File: config.mk
export PLATFORM = sky130hd
export DESIGN_NAME = uart_cmd_ctrl
export DESIGN_NICKNAME = d
export VERILOG_FILES = /design/src/rtl/uart_cmd_ctrl.sv
export SDC_FILE = /design/constraint.sdc
export NUM_CORES = 1
export LEC_CHECK = 0
export BUFFER_PORTS_ARGS = -buffer_cell sky130_fd_sc_hd__buf_2
export CORE_UTILIZATION = 58
export CTS_CLUSTER_DIAMETER = 120
export DETAILED_ROUTE_END_ITERATION = 10
export PLACE_DENSITY = 0.82
export REMOVE_ABC_BUFFERS = 1
export SYNTH_ARGS = -nofsm -noshare
export SYNTH_HDL_FRONTEND = slang
export SYNTH_SLANG_ARGS = --single-unit
File: constraint.sdc
create_clock -name i_clk -period 6.8 [get_ports i_clk]
set_input_delay 1.36 -clock i_clk [delete_from_list [all_inputs] [get_ports i_clk]]
set_output_delay 1.36 -clock i_clk [all_outputs]
set_load 0.02 [all_outputs]
File: src/rtl/uart_cmd_ctrl.sv
`default_nettype none
// ============================================================================
// Module   : uart_cmd_ctrl
// Purpose  : Frames received UART bytes into commands and streams the payload
//            to a buffer write port, with an inter-byte timeout.
// Revision : 1.0
// ============================================================================
module uart_cmd_ctrl #(
    parameter logic [7:0] HEADER      = 8'hA5,
    parameter int         MAX_LEN     = 16,
    parameter int         TIMEOUT_CYC = 52083
) (
    input  logic       i_clk,
    input  logic       i_rst,
    input  logic       i_rx_en,
    input  logic [7:0] i_rx_data,
    output logic       o_pl_we,
    output logic [7:0] o_pl_addr,
    output logic [7:0] o_pl_data,
    output logic       o_cmd_valid,
    output logic [7:0] o_cmd,
    output logic [7:0] o_len,
    output logic       o_err,
    output logic [1:0] o_err_code,
    output logic       o_busy,
    output logic [7:0] o_frame_cnt,
    output logic [7:0] o_err_cnt
);

    typedef enum logic [2:0] {
        S_IDLE    = 3'd0,
        S_CMD     = 3'd1,
        S_LEN     = 3'd2,
        S_PAYLOAD = 3'd3,
        S_CSUM    = 3'd4
    } state_t;

    localparam logic [7:0]  c_MAX_LEN  = 8'(MAX_LEN);
    localparam logic [19:0] c_TMO_LAST = 20'(TIMEOUT_CYC - 1);
    localparam logic [1:0]  c_ERR_CSUM = 2'b01;
    localparam logic [1:0]  c_ERR_LEN  = 2'b10;
    localparam logic [1:0]  c_ERR_TMO  = 2'b11;

    state_t      r_state, w_state_nx;
    logic [7:0]  r_cmd_sh, r_len_sh, r_csum, r_idx;
    logic [7:0]  w_cmd_sh_nx, w_len_sh_nx, w_csum_nx, w_idx_nx;
    logic [19:0] r_tmo;
    logic        w_expire, w_pl_we, w_good, w_err;
    logic [1:0]  w_err_code;

    // A byte arriving on the expiry cycle takes priority over the timeout.
    assign w_expire = (r_state != S_IDLE) && !i_rx_en && (r_tmo == c_TMO_LAST);

    always_comb begin
        w_state_nx  = r_state;
        w_cmd_sh_nx = r_cmd_sh;
        w_len_sh_nx = r_len_sh;
        w_csum_nx   = r_csum;
        w_idx_nx    = r_idx;
        w_pl_we     = 1'b0;
        w_good      = 1'b0;
        w_err       = 1'b0;
        w_err_code  = 2'b00;
        if (i_rx_en) begin
            case (r_state)
                S_IDLE: begin
                    if (i_rx_data == HEADER) w_state_nx = S_CMD;
                end
                S_CMD: begin
                    w_cmd_sh_nx = i_rx_data;
                    w_csum_nx   = i_rx_data;
                    w_state_nx  = S_LEN;
                end
                S_LEN: begin
                    w_len_sh_nx = i_rx_data;
                    w_csum_nx   = r_csum + i_rx_data;
                    w_idx_nx    = 8'd0;
                    if (i_rx_data > c_MAX_LEN) begin
                        w_err      = 1'b1;
                        w_err_code = c_ERR_LEN;
                        w_state_nx = S_IDLE;
                    end else if (i_rx_data == 8'd0) begin
                        w_state_nx = S_CSUM;
                    end else begin
                        w_state_nx = S_PAYLOAD;
                    end
                end
                S_PAYLOAD: begin
                    w_pl_we   = 1'b1;
                    w_csum_nx = r_csum + i_rx_data;
                    w_idx_nx  = r_idx + 8'd1;
                    if (r_idx == r_len_sh - 8'd1) w_state_nx = S_CSUM;
                end
                S_CSUM: begin
                    if (i_rx_data == r_csum) begin
                        w_good = 1'b1;
                    end else begin
                        w_err      = 1'b1;
                        w_err_code = c_ERR_CSUM;
                    end
                    w_state_nx = S_IDLE;
                end
                default: w_state_nx = S_IDLE;
            endcase
        end else if (w_expire) begin
            w_err      = 1'b1;
            w_err_code = c_ERR_TMO;
            w_state_nx = S_IDLE;
        end
    end

    always_ff @(posedge i_clk or posedge i_rst) begin
        if (i_rst) begin
            r_state     <= S_IDLE;
            r_cmd_sh    <= 8'd0;
            r_len_sh    <= 8'd0;
            r_csum      <= 8'd0;
            r_idx       <= 8'd0;
            r_tmo       <= 20'd0;
            o_busy      <= 1'b0;
            o_pl_we     <= 1'b0;
            o_pl_addr   <= 8'd0;
            o_pl_data   <= 8'd0;
            o_cmd_valid <= 1'b0;
            o_cmd       <= 8'd0;
            o_len       <= 8'd0;
            o_err       <= 1'b0;
            o_err_code  <= 2'b00;
            o_frame_cnt <= 8'd0;
            o_err_cnt   <= 8'd0;
        end else begin
            r_state     <= w_state_nx;
            r_cmd_sh    <= w_cmd_sh_nx;
            r_len_sh    <= w_len_sh_nx;
            r_csum      <= w_csum_nx;
            r_idx       <= w_idx_nx;
            r_tmo       <= (i_rx_en || (w_state_nx == S_IDLE)) ? 20'd0 : r_tmo + 20'd1;
            o_busy      <= (w_state_nx != S_IDLE);
            o_pl_we     <= w_pl_we;
            o_cmd_valid <= w_good;
            o_err       <= w_err;
            if (w_pl_we) begin
                o_pl_addr <= r_idx;
                o_pl_data <= i_rx_data;
            end
            if (w_good) begin
                o_cmd       <= r_cmd_sh;
                o_len       <= r_len_sh;
                o_frame_cnt <= o_frame_cnt + 8'd1;
            end
            if (w_err) begin
                o_err_code <= w_err_code;
                if (o_err_cnt != 8'hFF) o_err_cnt <= o_err_cnt + 8'd1;
            end
        end
    end

endmodule
`default_nettype wire
# Word level (Yosys, flattened, before mapping)
# Cells that the tools add are included.
[word_totals] register_bits=109 inputBits=11 out_inout_bits=54 word_cells=75
[classes] addsub=6 n_lt_le_gt_ge=1 eq_ne=9 muxes=25 n_reduce_logical=17
[ops] cell="$pmux 8 s2" count=2
[ops] cell="$add 8x1->8 const B" count=3
[ops] cell="$add 20x1->20 const B" count=1
[ops] cell="$eq 20x16->1 const B" count=1
[ops] cell="$mux 20" count=1
[ops] cell="$mux 3" count=6
[ops] cell="$eq 8x8->1" count=2
[ops] cell="$pmux 3 s4" count=1
[ops] cell="$mux 1" count=10
[ops] cell="$reduce_and 2->1" count=5
[ops] cell="$add 8x8->8" count=1
[ops] cell="$eq 8x8->1 const B" count=1
[ops] cell="$gt 8x5->1 const B" count=1
[ops] cell="$logic_not 8->1" count=1
[ops] cell="$ne 8x8->1 const B" count=1
[ops] cell="$sub 8x1->8 const B" count=1
[ops] cell="$eq 3x2->1 const B" count=2
[ops] cell="$logic_not 3->1" count=2
[ops] cell="$mux 2" count=3
[ops] cell="$reduce_bool 3->1" count=2
[ops] cell="$pmux 2 s2" count=1
[ops] cell="$reduce_bool 2->1" count=2
[ops] cell="$eq 3x1->1 const B" count=1
[ops] cell="$eq 3x3->1 const B" count=1
[ops] cell="other kinds (5)" count=6

# Depth between registers and ports, before layout
[depth] ltp_word=8 ltp_mapped=9 mapped_depth_nobuf=9

# Least setup slack after synthesis
# Ideal clock, no wire load.
[synth_timing] kind="input-to-reg" startpoint="input port i_rx_data[6]" endpoint="register o_err_cnt[1]" setup_time_ns=0.125 t_arrival_ns=2.870 required_time_ns=6.675 setup_slack_ns=3.806 cell_stages=6 n_path_buf=0 cell_sequence="ha_1 > nor4_1 > a31oi_1 > a211oi_2 > a31oi_4 > mux2_2"
[synth_via] elab_chain_len=5 elab_cells_between_ends=7 classes_between="1 x order compare; 1 x eq/ne; 4 x mux; 1 x reduce/logical"
[synth_lines] item="start: declaration" line="16" source="input logic [7:0] i_rx_data,"
[synth_lines] item="$gt 8x5->1 / $eq 8x8->1 (equally long branches)" line="78, 95"
[synth_lines] item="$mux 1 (on tied branches)" line="78, 95"
[synth_lines] item="$pmux 1 s2 (*)" line="65" source="case (r_state)"
[synth_lines] item="$mux 1 (*)" line="64" source="if (i_rx_en) begin"
[synth_lines] item="$reduce_and 2->1 (no line) (*)"
[synth_lines] item="end signal: assignment" line="153" source="if (o_err_cnt != 8'hFF) o_err_cnt <= o_err_cnt + 8'd1;"
[synth_lines] item="end: declaration" line="27" source="output logic [7:0] o_err_cnt"
# Every way passes the cells marked *; elsewhere a longest branch is shown, timed or not.
# A chain may end at the register's enable or synchronous reset.

# Final worst setup path
[layout_timing] startpoint="input port i_rx_data[6]" endpoint="register o_frame_cnt[6]"
[layout_via] elab_chain_len=4
[layout_lines] item="$eq 8x8->1" line="95" source="if (i_rx_data == r_csum) begin"
[layout_lines] item="$mux 1" line="95"
[layout_lines] item="$mux 1" line="65"
[layout_lines] item="$mux 1" line="64"
[layout_lines] item="end signal: assignment" line="149" source="o_frame_cnt <= o_frame_cnt + 8'd1;"
[layout_lines] item="end: declaration" line="26" source="output logic [7:0] o_frame_cnt,"
# No other way between the ends.

==> parameters.txt <==
Parameter                              Value

Critical path
  Reg2Reg Capture Point ... o_frame_cnt[6]
  Cell depth of the worst flop-to-flop path ... 7
  Slowest cell delay on critical path ... 0.79 ns
  Type of the setup path with the least slack ... in2reg
  Startpoint kind of the worst setup timing path ... input pin
  Critical path capture point type ... flip-flop
  Internal reg-to-reg setup slack ... 3.68 ns
  Cells along the critical path ... buf_2, ha_1, nor4_1, nand4b_1, clkinv_1, nand4_1, nor2_1, xor2_1
  Worst reg2reg path startpoint ... r_csum[6]
  Slowest stage cell on the critical path ... sky130_fd_sc_hd__nand4b_1
  WP data required ... 7.09 ns
  Crit Path Max Fanout ... 22
  Arrival time worst endpoint ... 4.18 ns

Timing
  Transition time of the tightest slew-check pin ... 1.105 ns
  Final sum of negative setup slack ... 0 ns
  Post-route fraction of the period consumed by the critical path ... 57.29%
  Minimum clock period after layout ... 3.896 ns
  Max-slew headroom ... 26.03%
  Least setup slack across all paths after layout ... 2.904 ns
  RSZ-0062 raised after global routing ... false
  Number of setup violations in the final report ... 0
  Number of hold violations in the final report ... 0
  Final-report max-slew violation count ... 0
  Clock Skew ... 0.009563 ns
  Maximum frequency from static timing analysis ... 256.7 MHz

Layout
  Layout cell share with drive strength beyond 1 ... 18.64%
  Number of nets at the end of the flow ... 621
  Most flops, register ... r_tmo
  Core utilization of the finished layout ... 66.85%
  Layout filler cell count ... 710
  Relative area change from synthesis to final layout ... 10.76%
  Antenna diode instance count ... 0
  Number of flip-flops under the largest register name ... 20
  Post-Layout Inst Area ... 5858 sq um

Placement
  Final HPWL DP ... 7953 um
  Pre-CTS WS ... 2.461 ns
  Count of input and output buffers ... 64
  Placer Congestion ... 0.8648
  Instance area at placement ... 5689 sq um

Hold path
  Critical hold path startpoint ... o_frame_cnt[7]
  Path category of the worst min-delay check ... reg2reg
  Cell count of the worst hold path ... 1
  Worst min-delay path endpoint ... o_frame_cnt[7]

Synth
  Cell types with the largest area share after synthesis ... sky130_fd_sc_hd__dfrtp_1, sky130_fd_sc_hd__nand2_1, sky130_fd_sc_hd__xor2_1, sky130_fd_sc_hd__nor2_1, sky130_fd_sc_hd__mux2_2
  Top-area cell type share of the netlist area ... 51.57%
  Proportion of synthesized area in mux cells ... 3.572%
  Share of synthesized area occupied by flip-flops and latches ... 51.57%
  Synth area leader ... sky130_fd_sc_hd__dfrtp_1
  Main combinational cell family by area after synthesis ... simple AND/OR/NAND/NOR gates
  Synth top cells by count ... sky130_fd_sc_hd__nand2_1, sky130_fd_sc_hd__dfrtp_1, sky130_fd_sc_hd__nor2_1
  Synthesized-area fraction occupied by ao, oa, aoi and oai cells ... 9.605%
  Avg Synthesized Cell Area ... 9.867 sq um
  Cell with the most instances after synthesis ... sky130_fd_sc_hd__nand2_1
  Synthesized instance count ... 536
  Number of warnings issued by yosys ... 0
  Synth Area in Simple Gates ... 22.03%
  Flop and latch count out of synthesis ... 109
  Summed instance area of the synthesized netlist ... 5289 sq um
  Number of library cell types mapped by synthesis ... 63
  Xor and xnor area share after synthesis ... 7.286%
  Commonest register cell after synthesis ... sky130_fd_sc_hd__dfrtp_1
  Post-synth ARST share ... 100.0%
  Number of synthesized flops with an enable pin ... 0
  Adder and majority cell fraction of the synthesized area ... 3.454%

Floorplan
  Count of pins on the block boundary ... 65
  Initial core utilization ... 60.35%
  Rows ... 34
  Die height ... 97.49 um
  Core Region ... 8763 sq um
  Die Area ... 9504 sq um
  Width of the die ... 97.49 um

Status
  Run status ... complete, no violations

Clocking
  Cts repair resizes ... 0
  Register clock-pin slew on the reported worst setup and hold paths ... 0.09 ns
  CTS Root Cell ... sky130_fd_sc_hd__clkbuf_8
  TritonCTS buffer count ... 9
  Post-CTS setup repair buffer count ... 0
  Post-CTS Hold Fix Bufs ... 0
  TritonCTS clock tree ... built
  Insertion delay to the later sink of the worst-skew pair ... 0.37 ns
  Buffer depth of the longest clock path ... 2
  H-tree depth ... 3
  Number of sinks handled by clock tree synthesis ... 109

Detailed routing
  Wire length per cell ... 15.76 um
  TritonRoute pass-1 iters ... 4
  Total via count after detailed routing ... 4120
  Number of routed nets with antenna violations ... 0
  Number of DRC markers after the initial detailed-route iteration ... 263
  Residual DRC ... 0
  Total wirelength of the detailed-routed design ... 11170 um
  Vias per Instance ... 5.811

Global route
  GR Overflow Total ... 0
  Number of antenna violations at the first check in global routing ... 0
  First-pass GRT wire length ... 18830 um
  Global Route Usage Sum ... 24.66%
  Via count of the first global-routing pass ... 4039
  Pin count of the biggest net entering global routing ... 82

Power and ir drop
  Design Power ... 1.709 mW
  Largest voltage drop on the vdd net ... 0.0002122 V
  Static leakage power ... 2.910 nW
  Power density over the cells ... 291.8 nW/um^2

Run
  Number of maximum-capacitance constraint violations ... 0
-- power breakdown --
part	total, mW	switching (mW)	internal [mW]
combinational	0.512	0.283	0.229
clock	0.351	0.218	0.134
sequential	0.846	0.101	0.745
total	1.71	0.602	1.11
-- layout by cell type, fill, tap and decap left out, types with 4 or more instances in the layout --
master and count:
sky130_fd_sc_hd__nor2b_1 4, sky130_fd_sc_hd__nor3_1 8, sky130_fd_sc_hd__nor2_1 46, sky130_fd_sc_hd__a21o_1 4, sky130_fd_sc_hd__a21oi_1 7, sky130_fd_sc_hd__nand2_1 132
sky130_fd_sc_hd__a31oi_1 6, sky130_fd_sc_hd__dfrtp_1 109, sky130_fd_sc_hd__clkbuf_8 9, sky130_fd_sc_hd__nand4_1 6, sky130_fd_sc_hd__inv_1 11, sky130_fd_sc_hd__and3_1 6
sky130_fd_sc_hd__xnor2_1 19, sky130_fd_sc_hd__xor2_1 25, sky130_fd_sc_hd__buf_2 64, sky130_fd_sc_hd__o21ai_0 23, sky130_fd_sc_hd__mux2_2 15, sky130_fd_sc_hd__nand3_1 18
sky130_fd_sc_hd__clkinvlp_4 5, sky130_fd_sc_hd__ha_1 13
-- cell families after synthesis --
kind of cell | Yosys count
AOI/OAI and AO/OA | 69
and+or+nand+nor | 252
buffers and inverters | 31
adders and majority gates | 14
xor gates and xnor gates | 44
DFF | 109
muxes | 17
-- how the worst max path moves through the flow --
| stage | slack, ns | depth (start not counted) | endpoint | startpoint |
|---|---|---|---|---|
| after floorplan | 2.57 | 1 | o_busy | i_rst |
| after global placement | 2.62 | 8 | o_frame_cnt[6] | i_rx_data[6] |
| after detailed placement | 2.46 | 8 | o_frame_cnt[6] | i_rx_data[6] |
| after CTS | 2.85 | 8 | o_frame_cnt[6] | i_rx_data[6] |
| after global routing | 2.52 | 8 | o_frame_cnt[6] | i_rx_data[6] |
| final | 2.90 | 8 | o_frame_cnt[6] | i_rx_data[6] |
-- per-layer routing --
layer | vias up | part of all wire (%) | global-route usage [%]
met5 | - | 0 | 0
met2 | 137 | 50 | 40.56
met4 | 0 | 2.3 | 9.502
met3 | 29 | 4.1 | 5.755
li1 | 1946 | - | -
met1 | 2008 | 43 | 31.71
-- critical path: cells and delay by family --
kind | cells | cell delay [ns]
buffers and inverters | 2 | 0.74
adder cells (fa/ha/maj) | 1 | 0.36
AND/OR/NAND/NOR | 4 | 1.56
XOR/XNOR | 1 | 0.16
-- area by class of cell --
type                       instances  area, sq um  area share, %
clock buffer                      11        131.4          2.243
clock inverter                     5        37.54         0.6408
inverter                          14        55.05         0.9398
multi-input combinational        396         2436          41.58
sequential                       109         2728          46.56
tap                              108        135.1          2.307
timing repair buffer              66        335.3          5.724
-- per-stage QoR --
step / hold WS, ns / std cells
after floorplan: 0.4348 / 519
after global placement: 0.4459 / 693
after detailed placement: 0.4558 / 693
after CTS: 0.4747 / 709
after global routing: 0.4936 / 709
final: 0.4702 / 709
No activity file was read; power rests on OpenSTA's default activity.
